[src/rtl/ex_branch_resolve_if.sv]
// ID/EX-to-EX branch resolution bundle: decoded branch/jump operands in,
// registered resolution results out.
interface ex_branch_resolve_if #(
  parameter int XLEN  = 32,
  parameter int CNT_W = 32
);
  logic             i_valid;
  logic             i_stall;
  logic             i_flush;
  logic             i_is_br;
  logic             i_is_jal;
  logic             i_is_jalr;
  logic [2:0]       i_funct3;
  logic [XLEN-1:0]  i_pc;
  logic [XLEN-1:0]  i_rs1;
  logic [XLEN-1:0]  i_rs2;
  logic [XLEN-1:0]  i_imm;
  logic             i_pred_taken;
  logic             o_valid;
  logic             o_taken;
  logic [XLEN-1:0]  o_target;
  logic [XLEN-1:0]  o_link;
  logic             o_redirect;
  logic [XLEN-1:0]  o_redirect_pc;
  logic             o_illegal;
  logic [CNT_W-1:0] o_mispred_cnt;

  // Pipeline side feeding the stage and consuming its results.
  modport master (
    output i_valid, i_stall, i_flush, i_is_br, i_is_jal, i_is_jalr, i_funct3,
           i_pc, i_rs1, i_rs2, i_imm, i_pred_taken,
    input  o_valid, o_taken, o_target, o_link, o_redirect, o_redirect_pc,
           o_illegal, o_mispred_cnt
  );

  // The resolution stage itself.
  modport slave (
    input  i_valid, i_stall, i_flush, i_is_br, i_is_jal, i_is_jalr, i_funct3,
           i_pc, i_rs1, i_rs2, i_imm, i_pred_taken,
    output o_valid, o_taken, o_target, o_link, o_redirect, o_redirect_pc,
           o_illegal, o_mispred_cnt
  );
endinterface

[src/rtl/ex_branch_resolve.sv]
// Execute-stage branch/jump resolution: evaluates the branch condition with a
// single subtractor, computes target/link, checks the prediction and issues a
// one-pulse redirect per mispredicted instruction. One registered stage.
module ex_branch_resolve #(
  parameter int XLEN  = 32,
  parameter int CNT_W = 32
) (
  input  logic             i_clk,
  input  logic             i_reset,
  ex_branch_resolve_if.slave bus
);

  logic [XLEN:0]    c_diff;
  logic             c_eq;
  logic             c_ltu;
  logic             c_lt;
  logic             c_ctrl;
  logic             c_taken;
  logic             c_illegal;
  logic [XLEN-1:0]  c_target;
  logic [XLEN-1:0]  c_jalr_sum;
  logic [XLEN-1:0]  c_link;
  logic             c_accept;
  logic             c_mis;
  logic             c_redirect;

  logic             r_valid;
  logic             r_taken;
  logic [XLEN-1:0]  r_target;
  logic [XLEN-1:0]  r_link;
  logic [XLEN-1:0]  r_redirect_pc;
  logic             r_illegal;
  logic             r_mis;
  logic             r_sent;
  logic [CNT_W-1:0] r_cnt;

  // Resolve condition, target, link and mispredict for the incoming instruction.
  always_comb begin
    c_diff     = {1'b0, bus.i_rs1} + {1'b0, ~bus.i_rs2} + {{XLEN{1'b0}}, 1'b1};
    // rs1 - rs2 is zero exactly when the operands are equal
    c_eq       = (c_diff[XLEN-1:0] == '0);
    c_ltu      = ~c_diff[XLEN];
    c_lt       = (bus.i_rs1[XLEN-1] != bus.i_rs2[XLEN-1]) ? bus.i_rs1[XLEN-1] : c_ltu;
    c_ctrl     = bus.i_is_br | bus.i_is_jal | bus.i_is_jalr;
    c_link     = bus.i_pc + XLEN'(4);
    c_jalr_sum = bus.i_rs1 + bus.i_imm;
    c_taken    = 1'b0;
    c_illegal  = 1'b0;
    c_target   = bus.i_pc + bus.i_imm;
    if (bus.i_is_jalr) begin
      c_taken  = 1'b1;
      c_target = c_jalr_sum & ~XLEN'(1);
    end else if (bus.i_is_jal) begin
      c_taken  = 1'b1;
    end else if (bus.i_is_br) begin
      case (bus.i_funct3)
        3'b000:  c_taken = c_eq;
        3'b001:  c_taken = ~c_eq;
        3'b100:  c_taken = c_lt;
        3'b101:  c_taken = ~c_lt;
        3'b110:  c_taken = c_ltu;
        3'b111:  c_taken = ~c_ltu;
        default: c_illegal = 1'b1;
      endcase
    end
    c_accept   = bus.i_valid & ~bus.i_stall & ~bus.i_flush;
    // plain instructions never mispredict, whatever the front end guessed
    c_mis      = c_accept & c_ctrl & (c_taken != bus.i_pred_taken);
    c_redirect = r_mis & r_valid & ~r_sent;
  end

  // Stage register: reset > flush > stall > load; redirect sent-flag and counter.
  always_ff @(posedge i_clk) begin
    if (i_reset) begin
      r_valid       <= 1'b0;
      r_taken       <= 1'b0;
      r_target      <= '0;
      r_link        <= '0;
      r_redirect_pc <= '0;
      r_illegal     <= 1'b0;
      r_mis         <= 1'b0;
      r_sent        <= 1'b0;
      r_cnt         <= '0;
    end else if (bus.i_flush) begin
      r_valid   <= 1'b0;
      r_illegal <= 1'b0;
      r_mis     <= 1'b0;
      r_sent    <= 1'b0;
    end else if (bus.i_stall) begin
      if (c_redirect) r_sent <= 1'b1;
    end else begin
      r_valid       <= bus.i_valid;
      r_taken       <= c_taken;
      r_target      <= c_target;
      r_link        <= c_link;
      r_redirect_pc <= c_taken ? c_target : c_link;
      r_illegal     <= bus.i_valid & c_illegal;
      r_mis         <= c_mis;
      r_sent        <= 1'b0;
      if (c_mis && (r_cnt != '1)) r_cnt <= r_cnt + CNT_W'(1);
    end
  end

  assign bus.o_valid       = r_valid;
  assign bus.o_taken       = r_taken;
  assign bus.o_target      = r_target;
  assign bus.o_link        = r_link;
  assign bus.o_redirect    = c_redirect;
  assign bus.o_redirect_pc = r_redirect_pc;
  assign bus.o_illegal     = r_illegal;
  assign bus.o_mispred_cnt = r_cnt;

endmodule

[src/flat_wrapper.sv]
// flat-port wrapper written by rule: the top's interface ports become plain ports
module ex_branch_resolve_flat 
#(
  parameter int XLEN  = 32,
  parameter int CNT_W = 32
)
  (i_clk, i_reset, bus_i_valid, bus_i_stall, bus_i_flush, bus_i_is_br, bus_i_is_jal, bus_i_is_jalr, bus_i_funct3, bus_i_pc, bus_i_rs1, bus_i_rs2, bus_i_imm, bus_i_pred_taken, bus_o_valid, bus_o_taken, bus_o_target, bus_o_link, bus_o_redirect, bus_o_redirect_pc, bus_o_illegal, bus_o_mispred_cnt);
  ex_branch_resolve_if #(.XLEN(XLEN), .CNT_W(CNT_W)) bus_i ();
  input  logic i_clk;
  input  logic i_reset;
  input wire logic [$bits(bus_i.i_valid)-1:0] bus_i_valid;
  input wire logic [$bits(bus_i.i_stall)-1:0] bus_i_stall;
  input wire logic [$bits(bus_i.i_flush)-1:0] bus_i_flush;
  input wire logic [$bits(bus_i.i_is_br)-1:0] bus_i_is_br;
  input wire logic [$bits(bus_i.i_is_jal)-1:0] bus_i_is_jal;
  input wire logic [$bits(bus_i.i_is_jalr)-1:0] bus_i_is_jalr;
  input wire logic [$bits(bus_i.i_funct3)-1:0] bus_i_funct3;
  input wire logic [$bits(bus_i.i_pc)-1:0] bus_i_pc;
  input wire logic [$bits(bus_i.i_rs1)-1:0] bus_i_rs1;
  input wire logic [$bits(bus_i.i_rs2)-1:0] bus_i_rs2;
  input wire logic [$bits(bus_i.i_imm)-1:0] bus_i_imm;
  input wire logic [$bits(bus_i.i_pred_taken)-1:0] bus_i_pred_taken;
  output wire logic [$bits(bus_i.o_valid)-1:0] bus_o_valid;
  output wire logic [$bits(bus_i.o_taken)-1:0] bus_o_taken;
  output wire logic [$bits(bus_i.o_target)-1:0] bus_o_target;
  output wire logic [$bits(bus_i.o_link)-1:0] bus_o_link;
  output wire logic [$bits(bus_i.o_redirect)-1:0] bus_o_redirect;
  output wire logic [$bits(bus_i.o_redirect_pc)-1:0] bus_o_redirect_pc;
  output wire logic [$bits(bus_i.o_illegal)-1:0] bus_o_illegal;
  output wire logic [$bits(bus_i.o_mispred_cnt)-1:0] bus_o_mispred_cnt;
  assign bus_i.i_valid = bus_i_valid;
  assign bus_i.i_stall = bus_i_stall;
  assign bus_i.i_flush = bus_i_flush;
  assign bus_i.i_is_br = bus_i_is_br;
  assign bus_i.i_is_jal = bus_i_is_jal;
  assign bus_i.i_is_jalr = bus_i_is_jalr;
  assign bus_i.i_funct3 = bus_i_funct3;
  assign bus_i.i_pc = bus_i_pc;
  assign bus_i.i_rs1 = bus_i_rs1;
  assign bus_i.i_rs2 = bus_i_rs2;
  assign bus_i.i_imm = bus_i_imm;
  assign bus_i.i_pred_taken = bus_i_pred_taken;
  assign bus_o_valid = bus_i.o_valid;
  assign bus_o_taken = bus_i.o_taken;
  assign bus_o_target = bus_i.o_target;
  assign bus_o_link = bus_i.o_link;
  assign bus_o_redirect = bus_i.o_redirect;
  assign bus_o_redirect_pc = bus_i.o_redirect_pc;
  assign bus_o_illegal = bus_i.o_illegal;
  assign bus_o_mispred_cnt = bus_i.o_mispred_cnt;
  ex_branch_resolve #(.XLEN(XLEN), .CNT_W(CNT_W)) u_core (.i_clk(i_clk), .i_reset(i_reset), .bus(bus_i));
endmodule
[config.mk]
export PLATFORM = sky130hd
export DESIGN_NAME = ex_branch_resolve_flat
export DESIGN_NICKNAME = d
export VERILOG_FILES = /design/src/rtl/ex_branch_resolve_if.sv /design/src/rtl/ex_branch_resolve.sv /design/src/flat_wrapper.sv
export SDC_FILE = /design/constraint.sdc
export NUM_CORES = 1
export LEC_CHECK = 0
export BUFFER_PORTS_ARGS = -buffer_cell sky130_fd_sc_hd__buf_2
export CAP_MARGIN = 15
export CORE_MARGIN = 3
export CORE_UTILIZATION = 60
export DETAILED_ROUTE_END_ITERATION = 10
export PLACE_DENSITY = 0.95
export SLEW_MARGIN = 20
export SYNTH_ARGS = -nofsm -noshare
export SYNTH_HDL_FRONTEND = slang
export SYNTH_SLANG_ARGS = --single-unit
[constraint.sdc]
create_clock -name i_clk -period 9.7 [get_ports i_clk]
set_input_delay 2.91 -clock i_clk [delete_from_list [all_inputs] [get_ports i_clk]]
set_output_delay 2.91 -clock i_clk [all_outputs]
set_load 0.05 [all_outputs]
[Word level (Yosys, flattened, before mapping)]
Cells that the tools add are included.
Storage, ports and cells
  register bits: 133
  input port bits: 140
  output and inout port bits: 132
Operators by class
  $add $sub $neg: 6
  eq/ne operators: 8
  muxes and demuxes: 11
  bitwise logic cells: 16
  reductions and logical operators: 8
Operator list (number)
  32-bit adder: 2
  32-bit two-way mux: 2
  32-bit by 32-bit adder with 33-bit output: 1
  33-bit by 1-bit adder with 33-bit output, second input constant: 1
  32-bit by 1-bit adder with 32-bit output, second input constant: 1
  32-bit by 3-bit adder with 32-bit output, second input constant: 1
  32-bit zero test: 1
  32-bit != test, second input constant: 1
  32-bit NOT: 1
  3-bit == test, second input constant: 4
  1-bit two-way mux: 8
  1-bit bitwise AND: 7
  1-bit NOT: 6
  1-bit case mux with 6 select lines: 1
  6-bit OR reduction: 1
  3-bit by 1-bit == test with 1-bit output, second input constant: 1
  3-bit zero test: 1
  3-bit AND reduction: 1
  3-bit OR reduction: 1
  1-bit != test: 2
  1-bit bitwise OR: 2
  2-bit AND reduction: 1
  2-bit OR reduction: 1
  1-bit logical AND: 1

[Longest topological paths before layout]
Gate-level depths: netlist (run 1).
  word-level depth: 14
  depth in mapped cells: 19
  depth with buffers taken out: 16

[Worst setup path after synthesis (run 1)]
No wires, ideal clock.
  path kind: in2reg
  start point: input bus_i_rs1[0]
  end point: register u_core.r_cnt[14] (netlist: u_core.bus.o_mispred_cnt[14])
  library setup time: 0.123 ns
  data arrival time: 7.103 ns
  data required time: 9.577 ns
  setup slack: 2.474 ns
  stages on the path: 16
  buffers on the path: 1
  cell sequence: inv_1 ha_1 fa_1 nand2b_1 a211o_1 a31o_1 or4_1 or4_1 nor4_1 nor4b_2 a21oi_1 or4_1 a21o_1 buf_2 nor4_1 mux2_1
Between the ends
  longest elaborated chain between the ends: 13
  elaborated cells on any way between the ends: 15
Ends and longest elaborated chain
  start: declaration: line flat_wrapper.sv:19  | input wire logic [$bits(bus_i.i_rs1)-1:0] bus_i_rs1;
  32-bit by 32-bit adder with 33-bit output *: line ex_branch_resolve.sv:39  | c_diff = {1'b0, bus.i_rs1} + {1'b0, ~bus.i_rs2} + {{XLEN{1'b0}}, 1'b1};
  33-bit by 1-bit adder with 33-bit output *: line ex_branch_resolve.sv:39
  branches (longest 3 deep; another with 32-bit zero test)
  1-bit case mux with 6 select lines *: line ex_branch_resolve.sv:56  | case (bus.i_funct3)
  1-bit two-way mux *: line ex_branch_resolve.sv:55  | end else if (bus.i_is_br) begin
  1-bit two-way mux *: line ex_branch_resolve.sv:53  | end else if (bus.i_is_jal) begin
  1-bit two-way mux *: line ex_branch_resolve.sv:50  | if (bus.i_is_jalr) begin
  1-bit != test *: line ex_branch_resolve.sv:68  | c_mis = c_accept & c_ctrl & (c_taken != bus.i_pred_taken);
  1-bit bitwise AND *: line ex_branch_resolve.sv:68
  1-bit logical AND *: line ex_branch_resolve.sv:100  | if (c_mis && (r_cnt != '1)) r_cnt <= r_cnt + CNT_W'(1);
  3-bit AND reduction (no line) *
  end signal: assignment: line ex_branch_resolve.sv:100
  end: declaration: line ex_branch_resolve.sv:35  | logic [CNT_W-1:0] r_cnt;
Every way passes the cells marked *.
A chain may end at the register's enable or synchronous reset.

[Worst setup path after layout (run 1)]
  start point: input bus_i_rs1[0]
  end point: register u_core.r_cnt[11] (netlist: u_core.bus.o_mispred_cnt[11])
The elaborated chain is that of the path after synthesis.

==> results.txt, run 1 <==
----------------------------------------------------
[Setup path]
  Number of cells on the worst reg-to-reg path ... 10
  Max stage delay on crit path ... around 0.53 ns
  Path length in cells of the critical path ... 17
  Critical path buffers and inverters ... 3
  Critical path class ... input port to register
  Required arrival time at the worst endpoint ... ~10 ns
  Max stage delay cell, worst path ... sky130_fd_sc_hd__or4_1
  Critical path capture point type ... register
  Kind of cell adding the most delay to the critical path ... simple AND/OR/NAND/NOR gates
  Worst-path cell chain ... buf_2 > inv_1 > ha_1 > fa_1 > nand2b_1 > a211o_1 > a31o_1 > or4_1 > or4_1 > nor4_1 > nor4b_2 > a21oi_1 > or4_1 > a21o_1 > buf_4 > nor4_1 > mux2_1
  Most prevalent standard cell on the critical path ... sky130_fd_sc_hd__or4_1
  Worst Path Arrival ... 8.40 ns
  Largest driver fanout on the critical path ... 34
  Startpoint Class ... input port

[STA]
  Tcrit/Tclk final ... 0.835
  Number of pins with negative max-slew slack in the final report ... 0
  Final worst-path setup slack ... roughly 1.6 ns
  Final critical path time including I/O delays and setup ... 8.10 ns
  Fmax ... 123 MHz
  Total negative setup slack ... 0 ns
  Final setup viols ... 0
  Hold Violations, Final ... 0
  RSZ-0062 raised after global routing ... false
  Fin Clk Skew ... 0.00536 ns
  Worst slew pin tran ... ~0.94 ns
  Relative slew slack ... 0.374

[Pwr]
  Pwr Density ... 145 mW/mm2
  Switching power summed over all nets ... 732 uW
  Cell internal power dissipation ... 1250 uW
  Part of the power in the clock network ... 0.347
  VDD IR max ... about 0.00015 V
  Standby leakage power ... between 0.006 and 0.007 uW
  Part of the power in combinational logic ... 0.353
  Switching Share ... 0.370
  Proportion of power drawn by flip-flops and latches ... 0.300

[Status]
  Run status ... finished clean

[Floorplanning]
  Starting utilization of the core area ... 0.615
  Core Area ... about 0.019 mm2
  Die height ... 145 um
  Placement row count ... 50
  Die area ... roughly 0.021 mm2
  Count of pins on the block boundary ... between 200 and 300
  Die width ... between 100 and 150 um

[Yosys]
  Top cell type's share of synthesized area ... 0.230
  Top cells by area in the synthesized netlist ... sky130_fd_sc_hd__dfxtp_1, sky130_fd_sc_hd__ha_1, sky130_fd_sc_hd__a21oi_1
  Sequential cell area fraction in the yosys report ... 0.230
  Number of register bits inferred by synthesis ... around 130
  Number of enable flip-flop cells after synthesis ... 0
  Netlist area before placement ... approximately 0.012 mm2
  Yosys synthesis warning count ... 0
  Area leader, netlist ... sky130_fd_sc_hd__dfxtp_1
  Top_reg_cell synth ... sky130_fd_sc_hd__dfxtp_1
  Cell count after synthesis ... between 1500 and 2000
  Net count after synthesis ... ~1800
  Post-synthesis cell type count ... 74
  Syn avg cell area ... 7.28 um2
  Synth async-reset ratio ... 0

[Clocking]
  CTS clock-pin slew for the worst setup and hold paths ... about 0.060 ns
  Clock tree buffer depth ... 2
  Setup Buffers After CTS ... 0
  Sinks on the clock net ... roughly 130
  H-tree depth ... 4
  Hold buffer count at cts ... 0
  CTS Buf Count ... 17
  CTS tree ... built
  Number of cells upsized or downsized after cts ... 0
  Clock latency at the later pin of the worst-skew pair ... about 0.42 ns
  Clock root buffer ... sky130_fd_sc_hd__clkbuf_16

[Routing]
  Total detailed-routing wirelength ... between 30000 and 40000 um
  Remaining antenna violation count after routing ... 0
  Average via count per standard cell ... 6.34
  Number of vias in the routed layout ... 13166
  Routed WL per cell ... 19.1 um
  Number of DRC violations after detailed-routing iteration 0 ... between 1000 and 1500
  DRC violations left ... 0
  TritonRoute pass-1 iters ... 7

[Min path]
  Type of the worst min-delay path ... register to register
  Worst hold path stage count ... 2

[Layout]
  Number of nets in the finished design ... around 2000
  Proportion of layout cells with a drive suffix above 1 ... 0.179
  Synth-to-Final Area Change ... 17.9%

[GRT]
  Number of antenna violations at the first check in global routing ... 2
  Total Routing Usage GR ... 0.359
  Gr ovfl total ... 0
  Pin count of the biggest net entering global routing ... approximately 110
  Vias in the first global route ... ~12000
  Global-route wire length before repair ... a little over 60000 um

[Placement]
  Minimum setup slack after placement ... around 1.4 ns
  Sum of net half-perimeters after detailed placement ... approximately 30000 um
  Port Buffer Count ... 271
  RePlAce Congestion ... roughly 0.95

[Flow run]
  Max-cap violations ... 0

----------------------------------------------------
-- synth_stat cells, types with 17 or more instances --
library cell / instances
sky130_fd_sc_hd__a211oi_1: 67
sky130_fd_sc_hd__a21o_1: 47
sky130_fd_sc_hd__a21oi_1: 132
sky130_fd_sc_hd__a31oi_1: 18
sky130_fd_sc_hd__and3_1: 17
sky130_fd_sc_hd__clkbuf_1: 65
sky130_fd_sc_hd__dfxtp_1: 133
sky130_fd_sc_hd__ha_1: 95
sky130_fd_sc_hd__inv_1: 71
sky130_fd_sc_hd__nand2_1: 175
sky130_fd_sc_hd__nand2b_1: 20
sky130_fd_sc_hd__nand3_1: 63
sky130_fd_sc_hd__nand4_1: 24
sky130_fd_sc_hd__nor2_1: 168
sky130_fd_sc_hd__nor2b_1: 19
sky130_fd_sc_hd__nor3_1: 38
sky130_fd_sc_hd__nor4_1: 17
sky130_fd_sc_hd__o211ai_1: 19
sky130_fd_sc_hd__o21a_1: 17
sky130_fd_sc_hd__o21ai_0: 69
sky130_fd_sc_hd__or4_1: 18
sky130_fd_sc_hd__xnor2_1: 35
sky130_fd_sc_hd__xor2_1: 47
-- cell usage in the layout (no fill, tap or decap), drive strengths merged, types with 35 or more instances in the layout --
cell type	count
a21o	47
ha	95
nor3	38
nand2	175
xor2	47
a21oi	132
o21ai	79
buf	278
xnor2	35
a211oi	67
dfxtp	133
inv	72
nor2	168
nand3	63
-- registers in the layout, indices dropped and copies added (netlist names) --
signal	flops
u_core.bus.o_taken	1
u_core.r_sent	1
u_core.bus.o_valid	1
u_core.bus.o_illegal	1
u_core.bus.o_target	32
u_core.r_mis	1
u_core.bus.o_mispred_cnt	32
u_core.bus.o_link	32
u_core.bus.o_redirect_pc	32
-- through the flow --
stage | std cells | utilization | cell area (um2) | hold slack (ns) | total power (uW)
floorplan | 1589 | - | 11600 | 0.460 | 1090
global placement | 2045 | 0.691 | 13000 | 0.438 | 1270
detailed placement | 2045 | 0.691 | 13000 | 0.445 | 1280
CTS | 2077 | 0.724 | 13600 | 0.454 | 1960
global route | 2077 | 0.724 | 13600 | 0.476 | 2060
finish | 2078 | 0.724 | 13600 | 0.452 | 1980
-- power by group through the flow --
stage / combinational, uW / clock (uW) / sequential, uW
finish: 699 / 686 / 594
global route: 758 / 710 / 596
CTS: 686 / 686 / 593
detailed placement: 680 / 0 / 604
global placement: 670 / 0 / 603
floorplan: 390 / 0 / 704
-- final cells by class --
class,count,area (um2)
Multi-Input combinational cell,1302,8340
Sequential cell,133,2660
Inverter,72,270
Tap cell,260,325
Antenna cell,1,2.50
Clock buffer,20,447
Clock inverter,12,176
Fill cell,1442,5190
Timing Repair Buffer,278,1420
-- cell families after synthesis --
kind of cell / Yosys count / share of synthesized area
and+or+nand+nor: 612 / 0.252
AOI/OAI and AO/OA: 487 / 0.276
buffers and inverters: 154 / 0.0507
DFF: 133 / 0.230
adders and majority gates: 98 / 0.108
xor gates and xnor gates: 82 / 0.0621
muxes: 23 / 0.0209
-- path summary, 6_finish.rpt --
| path | slack (ns) | to | from |
|---|---|---|---|
| worst min register to register | 0.45 | u_core.bus.o_taken | u_core.bus.o_taken |
| worst max register to register | 6.35 | u_core.bus.o_mispred_cnt[31] | u_core.bus.o_mispred_cnt[3] |
| worst min-delay path | 0.45 | u_core.bus.o_taken | u_core.bus.o_taken |
| worst max-delay path | 1.60 | u_core.bus.o_mispred_cnt[11] | bus_i_rs1[0] |
-- worst register-to-register path, cell delays in order, from the launching register on --
cell	delay, ns
sky130_fd_sc_hd__dfxtp_1	0.46
sky130_fd_sc_hd__and3_1	0.27
sky130_fd_sc_hd__and4_1	0.29
sky130_fd_sc_hd__nand3_1	0.14
sky130_fd_sc_hd__nor2_1	0.27
sky130_fd_sc_hd__nand3_1	0.32
sky130_fd_sc_hd__nor3_2	0.70
sky130_fd_sc_hd__buf_4	0.36
sky130_fd_sc_hd__or4_1	0.18
sky130_fd_sc_hd__o21ai_1	0.07
sky130_fd_sc_hd__a21oi_1	0.20
-- layer usage --
layer,global-route usage,wire (um)
met4,0.174,1960
met3,0.0723,3920
met1,0.455,15600
met5,0,13
met2,0.583,18100
(Power assumes the default switching activity.)
==> inputs of run 2 (changes only) <==
Settings changed: ABC_AREA set to 1, CORE_UTILIZATION 60 to 51, PLACE_DENSITY 0.95 to 0.85.
Clock period 9.7 ns to 6.9 ns, I/O delays scaled along.
==> run 2 against run 1 <==
Net effect: wire length is 23% higher; die area grew 32%; clock power rose by 33%; non-clock buffer count is the same; worst hold slack improved by 0.016 ns; count of clock-buffer cells in the layout shrank 2; first-iteration DRC count up 37%; register-to-register slack worse by 2.2 ns; critical path type unchanged; critical endpoint is now u_core.bus.o_mispred_cnt[24]; largest cell class unchanged.
==> results.txt, run 2 <==
----------------------------------------------------
[Status]
  Run status ... finished clean (unchanged)

[Setup path]
  Required arrival time at the worst endpoint ... 7.24 ns (was 10.00 ns)
  Largest driver fanout on the critical path ... 31 (was 34)
  Critical path class ... input port to register (unchanged)
  Critical Path Start ... bus_i_rs1[0] (unchanged)
  Endpoint of the most critical register-to-register path ... u_core.bus.o_mispred_cnt[4] (was u_core.bus.o_mispred_cnt[31])
  Worst reg-to-reg setup slack ... 4.14 ns (was 6.35 ns)
  Critical path capture point type ... register (unchanged)
  Startpoint Class ... input port (unchanged)
  Number of cells on the worst reg-to-reg path ... 15 (was 10)
  Worst Path Arrival ... 6.00 ns (was 8.40 ns)
  Capture point of the worst path ... u_core.bus.o_mispred_cnt[24] (was u_core.bus.o_mispred_cnt[11])
  Worst reg2reg path startpoint ... u_core.bus.o_mispred_cnt[0] (was u_core.bus.o_mispred_cnt[3])

[Routing]
  DRC violations left ... 0 (unchanged)
  Routed WL per cell ... 17.2 um (was 19.1 um)
  Number of vias in the routed layout ... 15787 (was 13166)
  Number of DRC violations after detailed-routing iteration 0 ... 1780 (was 1298)
  Average via count per standard cell ... 5.57 (was 6.34)
  Remaining antenna violation count after routing ... 0 (unchanged)
  TritonRoute pass-1 iters ... 5 (was 7)
  Total detailed-routing wirelength ... 48900 um (was 39600 um)

[Floorplanning]
  Die area ... 0.0276 mm2 (was 0.0210 mm2)
  Count of pins on the block boundary ... 272 (unchanged)
  Core Area ... 0.0252 mm2 (was 0.0188 mm2)
  Die height ... 166 um (was 145 um)
  Die width ... 166 um (was 145 um)
  Starting utilization of the core area ... 0.520 (was 0.615)
  Placement row count ... 58 (was 50)

[Yosys]
  Yosys synthesis warning count ... 0 (unchanged)
  Area leader, netlist ... sky130_fd_sc_hd__dfxtp_1 (unchanged)
  Top cells by area in the synthesized netlist ... sky130_fd_sc_hd__dfxtp_1, sky130_fd_sc_hd__nand2_1, sky130_fd_sc_hd__inv_1 (was sky130_fd_sc_hd__dfxtp_1, sky130_fd_sc_hd__ha_1, sky130_fd_sc_hd__a21oi_1)
  Number of enable flip-flop cells after synthesis ... 0 (unchanged)
  Sequential cell area fraction in the yosys report ... 0.203 (was 0.230)
  Syn avg cell area ... 5.83 um2 (was 7.28 um2)
  Post-synthesis cell type count ... 53 (was 74)
  Netlist area before placement ... 0.0131 mm2 (was 0.0116 mm2)
  Post-synthesis compound-gate area fraction ... 0.180 (was 0.276)
  Synthesized-area fraction occupied by xor and xnor cells ... 0.0468 (was 0.0621)
  Arithmetic-cell share of the synthesized area counting full adders, half adders and majority gates ... 0.0954 (was 0.108)
  Fraction of the mapped netlist area in simple logic gates ... 0.340 (was 0.252)
  Top_reg_cell synth ... sky130_fd_sc_hd__dfxtp_1 (unchanged)
  Share of synthesized area spent on multiplexers ... 0.000860 (was 0.0209)
  Largest family of logic cells by synthesized area ... simple AND/OR/NAND/NOR gates (was compound AO/OA/AOI/OAI gates)
  Number of register bits inferred by synthesis ... 133 (unchanged)
  Most numerous cell in the Yosys netlist ... sky130_fd_sc_hd__nand2_1 (unchanged)
  Cell count after synthesis ... 2245 (was 1589)
  Top cell type's share of synthesized area ... 0.203 (was 0.230)
  Net count after synthesis ... 2483 (was 1827)
  Synth top cells by count ... sky130_fd_sc_hd__nand2_1, sky130_fd_sc_hd__inv_1, sky130_fd_sc_hd__nor2_1, sky130_fd_sc_hd__a21oi_1, sky130_fd_sc_hd__dfxtp_1 (was sky130_fd_sc_hd__nand2_1, sky130_fd_sc_hd__nor2_1, sky130_fd_sc_hd__dfxtp_1, sky130_fd_sc_hd__a21oi_1, sky130_fd_sc_hd__ha_1)
  Synth async-reset ratio ... 0 (unchanged)

[Clocking]
  CTS clock-pin slew for the worst setup and hold paths ... 0.06 ns (about the same)
  Hold buffer count at cts ... 0 (unchanged)
  CTS Buf Count ... 17 (unchanged)
  Clock latency at the later pin of the worst-skew pair ... 0.42 ns (about the same)
  CTS tree ... built (unchanged)
  Clock root buffer ... sky130_fd_sc_hd__clkbuf_16 (unchanged)
  Number of cells upsized or downsized after cts ... 0 (unchanged)
  Sinks on the clock net ... 133 (unchanged)
  Clock tree buffer depth ... 2 (unchanged)
  H-tree depth ... 4 (unchanged)
  Setup Buffers After CTS ... 0 (unchanged)

[Layout]
  Filler cells ... 2465 (was 1442)
  Synth-to-Final Area Change ... 16.5% (was 17.9%)
  Proportion of layout cells with a drive suffix above 1 ... 0.138 (was 0.179)
  Post-route insts no fill ... 2834 (was 2078)
  Commonest cells after routing, fill and taps aside ... sky130_fd_sc_hd__nand2_1, sky130_fd_sc_hd__inv_1, sky130_fd_sc_hd__buf_2 (was sky130_fd_sc_hd__buf_2, sky130_fd_sc_hd__nand2_1, sky130_fd_sc_hd__nor2_1)
  Number of nets in the finished design ... 2725 (was 2042)
  Leading cell type in the layout, fill and taps excluded ... sky130_fd_sc_hd__nand2_1 (was sky130_fd_sc_hd__buf_2)
  Final cell area excluding filler cells ... 0.0152 mm2 (was 0.0136 mm2)

[STA]
  RSZ-0062 raised after global routing ... false (unchanged)
  Fin Clk Skew ... 0.0136 ns (was 0.00536 ns)
  Number of pins with negative max-slew slack in the final report ... 0 (unchanged)
  Hold Violations, Final ... 0 (unchanged)
  Final critical path time including I/O delays and setup ... approximately 5.7 ns
  Fmax ... approximately 180 MHz
  Final setup viols ... 0 (unchanged)
  Relative slew slack ... 0.336 (was 0.374)
  Tcrit/Tclk final ... 0.819
  Total negative setup slack ... 0 ns (unchanged)
  Worst slew pin tran ... 0.995 ns (was 0.939 ns)
  Hold_ws ... 0.468 ns (was 0.452 ns)

[Placement]
  Sum of net half-perimeters after detailed placement ... 39800 um (was 30200 um)
  Port Buffer Count ... 271 (unchanged)
  Placed Cells incl. Taps ... 2798 (was 2045)
  Placement-stage cell area ... 0.0146 mm2 (was 0.0130 mm2)
  RePlAce Congestion ... 1.08 (was 0.955)

[Pwr]
  Standby leakage power ... 0.00848 uW (was 0.00623 uW)
  Switching power summed over all nets ... 1130 uW (was 732 uW)
  Cell internal power dissipation ... 1660 uW (was 1250 uW)
  Pwr Density ... 183 mW/mm2 (was 145 mW/mm2)
  Switching Share ... 0.406 (was 0.370)
  Proportion of power drawn by flip-flops and latches ... 0.299 (was 0.300)
  Part of the power in the clock network ... 0.326 (was 0.347)
  Part of the power in combinational logic ... 0.374 (was 0.353)
  VDD IR max ... 0.000147 V (was 0.000151 V)

[GRT]
  Global-route wire length before repair ... 76400 um (was 61000 um)
  Gr ovfl total ... 0 (unchanged)
  Number of antenna violations at the first check in global routing ... 5 (was 2)
  Vias in the first global route ... 14517 (was 12150)
  Pin count of the biggest net entering global routing ... 96 (was 113)
  Total Routing Usage GR ... 0.338 (was 0.359)

[Min path]
  Type of the worst min-delay path ... register to register (unchanged)
  Worst hold path stage count ... 2 (unchanged)

[Flow run]
  Max-cap violations ... 0 (unchanged)

----------------------------------------------------
-- run 2: cell families (layout without fill, tap and decap cells) --
group           after synthesis  count (layout)
compound gates              432             432
xor+xnor                     70              70
fa+ha+maj                    98              98
buf+inv                     446             701
flops                       133             133
mux                           1               1
other cells                   0               4
simple gates               1065            1065
-- run 2: power groups by stage --
stage                     clock network [uW]  registers (uW)  logic [uW]
after global placement                     0             852        1010
after CTS                                911             836        1030
after global routing                     947             841        1150
final                                    912             837        1050
after detailed placement                   0             852        1020
after floorplan                            0             990         577
-- run 2: through the flow --
| step | total power [uW] | worst slack [ns] | utilization |
|---|---|---|---|
| after CTS | 2770 | 1.37 | 0.605 |
| after detailed placement | 1870 | 0.984 | 0.582 |
| after global placement | 1860 | 1.03 | 0.582 |
| after floorplan | 1570 | 2.33 | - |
| final | 2800 | 1.25 | 0.606 |
| after global routing | 2940 | 0.941 | 0.606 |
-- run 2: routing by layer --
metal,up-vias,part of all wire,track usage
met5,-,0.00027,0
met4,2,0.030,0.108
met3,97,0.091,0.0564
met2,801,0.44,0.553
met1,7158,0.43,0.455
li1,7729,-,-
-- run 2: final cells by class --
cell class / count / area [um2] / share of cell area
timing repair buffer: 278 / 1410 / 0.0924
tap: 330 / 413 / 0.0271
sequential: 133 / 2660 / 0.175
clock buffer: 18 / 439 / 0.0288
antenna: 4 / 10.0 / 0.000656
inverter: 391 / 1470 / 0.0963
clock inverter: 14 / 153 / 0.0100
multi-input combinational: 1666 / 8690 / 0.570
-- run 2: how the worst min path moves through the flow --
| stage | endpoint | startpoint |
|---|---|---|
| 3_3_place_gp | u_core.bus.o_target[17] | u_core.bus.o_target[17] |
| 4_1_cts | u_core.bus.o_target[17] | u_core.bus.o_target[17] |
| 6_report | u_core.bus.o_target[17] | u_core.bus.o_target[17] |
| 2_1_floorplan | u_core.r_sent | u_core.r_sent |
| 3_5_place_dp | u_core.bus.o_target[17] | u_core.bus.o_target[17] |
| 5_1_grt | u_core.bus.o_target[18] | u_core.bus.o_target[18] |
-- run 2: critical path, cell delays in order --
cell and delay, ns:
sky130_fd_sc_hd__buf_2 0.10, sky130_fd_sc_hd__inv_1 0.04, sky130_fd_sc_hd__ha_1 0.19, sky130_fd_sc_hd__fa_1 0.43, sky130_fd_sc_hd__inv_1 0.12, sky130_fd_sc_hd__nand3_1 0.11
sky130_fd_sc_hd__nand2_1 0.13, sky130_fd_sc_hd__nand3_1 0.14, sky130_fd_sc_hd__nand3b_1 0.26, sky130_fd_sc_hd__nand2_1 0.10, sky130_fd_sc_hd__nand3_1 0.12, sky130_fd_sc_hd__nand2_1 0.09
sky130_fd_sc_hd__nor2_1 0.11, sky130_fd_sc_hd__nand2_1 0.06, sky130_fd_sc_hd__nor2_1 0.09, sky130_fd_sc_hd__nand3_1 0.09, sky130_fd_sc_hd__nand2_1 0.08, sky130_fd_sc_hd__nand3_1 0.11
sky130_fd_sc_hd__nand2_2 0.09, sky130_fd_sc_hd__nand2_2 0.27, sky130_fd_sc_hd__nand2_2 0.19, sky130_fd_sc_hd__inv_2 0.05, sky130_fd_sc_hd__nor2_4 0.56, sky130_fd_sc_hd__nand3_1 0.20
sky130_fd_sc_hd__a21oi_1 0.17
==> inputs of run 3 (changes only) <==
Settings changed: CORE_UTILIZATION 51 to 57, PLACE_DENSITY 0.85 to 0.9.
Clock period 6.9 ns to 5.4 ns, I/O delays scaled along.
==> run 3 against run 2 <==
Net effect: die area is 10% lower; power grew 27%; utilization increased by 8.1 points; cell area fell by 0.16%; global-route usage up 3.0 points; clock power grew 26%; non-clock buffer count increased by 7; critical endpoint is now u_core.bus.o_mispred_cnt[3]; largest cell class unchanged.
==> results.txt, run 3 (synthesis gave the netlist of run 2 again) <==
----------------------------------------------------
[Status]
  Run status ... finished clean (unchanged)

[Clocking]
  Setup Buffers After CTS ... 0 (unchanged)
  CTS Buf Count ... 17 (unchanged)
  CTS tree ... built (unchanged)
  Number of cells upsized or downsized after cts ... 0 (unchanged)
  Sinks on the clock net ... 133 (unchanged)
  Clock root buffer ... sky130_fd_sc_hd__clkbuf_16 (unchanged)
  Clock tree buffer depth ... 2 (unchanged)
  Clock latency at the later pin of the worst-skew pair ... 0.43 ns (was 0.42 ns)
  CTS clock-pin slew for the worst setup and hold paths ... 0.07 ns (was 0.06 ns)
  H-tree depth ... 4 (unchanged)
  Hold buffer count at cts ... 0 (unchanged)

[Layout]
  Commonest cells after routing, fill and taps aside ... sky130_fd_sc_hd__nand2_1, sky130_fd_sc_hd__inv_1, sky130_fd_sc_hd__buf_2 (unchanged)
  End-of-flow core utilization ... 0.687 (was 0.606)
  Number of nets in the finished design ... 2732 (was 2725)
  Post-route insts no fill ... 2792 (was 2834)
  Final cell area excluding filler cells ... 0.0152 mm2 (about the same)
  Proportion of layout cells with a drive suffix above 1 ... 0.140 (was 0.138)
  Synth-to-Final Area Change ... 16.3% (was 16.5%)
  Filler cells ... 2049 (was 2465)
  Leading cell type in the layout, fill and taps excluded ... sky130_fd_sc_hd__nand2_1 (unchanged)

[STA]
  Fin Clk Skew ... 0.0116 ns (was 0.0136 ns)
  Hold Violations, Final ... 0 (unchanged)
  Total negative setup slack ... 0 ns (unchanged)
  Final setup viols ... 0 (unchanged)
  Number of pins with negative max-slew slack in the final report ... 0 (unchanged)
  Relative slew slack ... 0.418 (was 0.336)
  Final critical path time including I/O delays and setup ... between 4 and 5 ns
  Worst slew pin tran ... 0.872 ns (was 0.995 ns)
  RSZ-0062 raised after global routing ... false (unchanged)
  Tcrit/Tclk final ... 0.873
  Fmax ... approximately 210 MHz

[Pwr]
  Pwr Density ... 234 mW/mm2 (was 183 mW/mm2)
  VDD IR max ... 0.000212 V (was 0.000147 V)
  Standby leakage power ... 0.00851 uW (was 0.00848 uW)

[Setup path]
  Critical path capture point type ... register (unchanged)
  Largest driver fanout on the critical path ... 31 (unchanged)
  Worst reg-to-reg setup slack ... 2.65 ns (was 4.14 ns)
  Required arrival time at the worst endpoint ... 5.75 ns (was 7.24 ns)
  Critical path class ... input port to register (unchanged)
  Worst Path Arrival ... 5.06 ns (was 6.00 ns)
  Worst reg2reg path startpoint ... u_core.bus.o_mispred_cnt[0] (unchanged)
  Number of cells on the worst reg-to-reg path ... 14 (was 15)
  Endpoint of the most critical register-to-register path ... u_core.bus.o_mispred_cnt[0] (was u_core.bus.o_mispred_cnt[4])
  Startpoint Class ... input port (unchanged)

[Placement]
  Sum of net half-perimeters after detailed placement ... 38900 um (was 39800 um)
  Placed Cells incl. Taps ... 2755 (was 2798)
  Port Buffer Count ... 271 (unchanged)
  RePlAce Congestion ... 1.11 (was 1.08)
  Placement-stage cell area ... 0.0146 mm2 (about the same)

[Routing]
  Number of DRC violations after detailed-routing iteration 0 ... 1979 (was 1780)
  Remaining antenna violation count after routing ... 0 (unchanged)
  DRC violations left ... 0 (unchanged)
  TritonRoute pass-1 iters ... 8 (was 5)
  Total detailed-routing wirelength ... 48100 um (was 48900 um)
  Number of vias in the routed layout ... 16095 (was 15787)
  Routed WL per cell ... 17.2 um (about the same)
  Average via count per standard cell ... 5.76 (was 5.57)

[Floorplanning]
  Starting utilization of the core area ... 0.591 (was 0.520)
  Placement row count ... 54 (was 58)
  Die width ... 158 um (was 166 um)
  Die height ... 158 um (was 166 um)
  Count of pins on the block boundary ... 272 (unchanged)
  Core Area ... 0.0222 mm2 (was 0.0252 mm2)
  Die area ... 0.0248 mm2 (was 0.0276 mm2)

[Min path]
  Type of the worst min-delay path ... register to register (unchanged)
  WHS Endpoint ... u_core.bus.o_redirect_pc[0] (was u_core.bus.o_target[17])
  Startpoint of the lowest-slack hold path ... u_core.bus.o_redirect_pc[0] (was u_core.bus.o_target[17])
  Worst hold path stage count ... 2 (unchanged)

[GRT]
  Total Routing Usage GR ... 0.368 (was 0.338)
  Gr ovfl total ... 0 (unchanged)
  Pin count of the biggest net entering global routing ... 70 (was 96)
  Vias in the first global route ... 14278 (was 14517)
  Global-route wire length before repair ... 72900 um (was 76400 um)
  Number of antenna violations at the first check in global routing ... 5 (unchanged)

[Flow run]
  Max-cap violations ... 0 (unchanged)

----------------------------------------------------
[run 3: where the power goes]
| group | switching (uW) | internal (uW) |
|---|---|---|
| sequential | 35.4 | 1030 |
| clock | 529 | 617 |
| combinational | 949 | 397 |
[run 3: final cells by class]
type	count	area, um2	share of cell area
sequential	133	2660	0.175
multi-input combinational	1666	8690	0.571
inverter	391	1470	0.0964
clock buffer	17	425	0.0279
antenna	5	12.5	0.000822
clock inverter	15	150	0.00986
tap	280	350	0.0230
timing repair buffer	285	1460	0.0960
[run 3: worst max-delay path, stage by stage]
cell	delay [ns]
sky130_fd_sc_hd__buf_2	0.10
sky130_fd_sc_hd__inv_1	0.04
sky130_fd_sc_hd__ha_1	0.20
sky130_fd_sc_hd__fa_1	0.41
sky130_fd_sc_hd__inv_1	0.12
sky130_fd_sc_hd__nand3_1	0.12
sky130_fd_sc_hd__nand2_1	0.13
sky130_fd_sc_hd__nand3_1	0.12
sky130_fd_sc_hd__nand3b_1	0.27
sky130_fd_sc_hd__nand2_1	0.11
sky130_fd_sc_hd__nand3_1	0.14
sky130_fd_sc_hd__nand2_1	0.07
sky130_fd_sc_hd__nor2_1	0.08
sky130_fd_sc_hd__nand2_1	0.06
sky130_fd_sc_hd__nor2_1	0.09
sky130_fd_sc_hd__nand3_1	0.09
sky130_fd_sc_hd__nand2_1	0.07
sky130_fd_sc_hd__nand3_1	0.11
sky130_fd_sc_hd__nand2_2	0.10
sky130_fd_sc_hd__nand2_2	0.13
sky130_fd_sc_hd__nand2_2	0.13
sky130_fd_sc_hd__inv_2	0.05
sky130_fd_sc_hd__nor2_4	0.08
sky130_fd_sc_hd__buf_4	0.32
sky130_fd_sc_hd__nand3_1	0.14
sky130_fd_sc_hd__a21oi_1	0.15
[run 3: stage by stage]
stage / hold slack [ns] / setup WS, ns / power [uW]
global placement: 0.447 / 0.419 / 2370
CTS: 0.465 / 0.787 / 3520
detailed placement: 0.454 / 0.365 / 2390
finish: 0.465 / 0.685 / 3560
global route: 0.484 / 0.355 / 3720
floorplan: 0.442 / 1.28 / 2000
[run 3: layer usage]
layer / part of all wire / up-vias / track usage
met4: 0.034 / 2 / 0.122
met5: 0.00023 / - / 0
li1: - / 7749 / -
met1: 0.41 / 7230 / 0.498
met2: 0.43 / 979 / 0.581
met3: 0.12 / 135 / 0.0814
[run 3: worst max-delay path by stage]
stage,start,to,depth (start not counted)
2_1_floorplan,bus_i_rs1[0],u_core.bus.o_redirect_pc[31],27
3_3_place_gp,bus_i_rs1[0],u_core.bus.o_mispred_cnt[29],26
3_5_place_dp,bus_i_rs1[0],u_core.bus.o_mispred_cnt[9],26
4_1_cts,bus_i_rs1[0],u_core.bus.o_mispred_cnt[3],26
5_1_grt,bus_i_rs1[0],u_core.bus.o_mispred_cnt[10],26
6_report,bus_i_rs1[0],u_core.bus.o_mispred_cnt[3],26
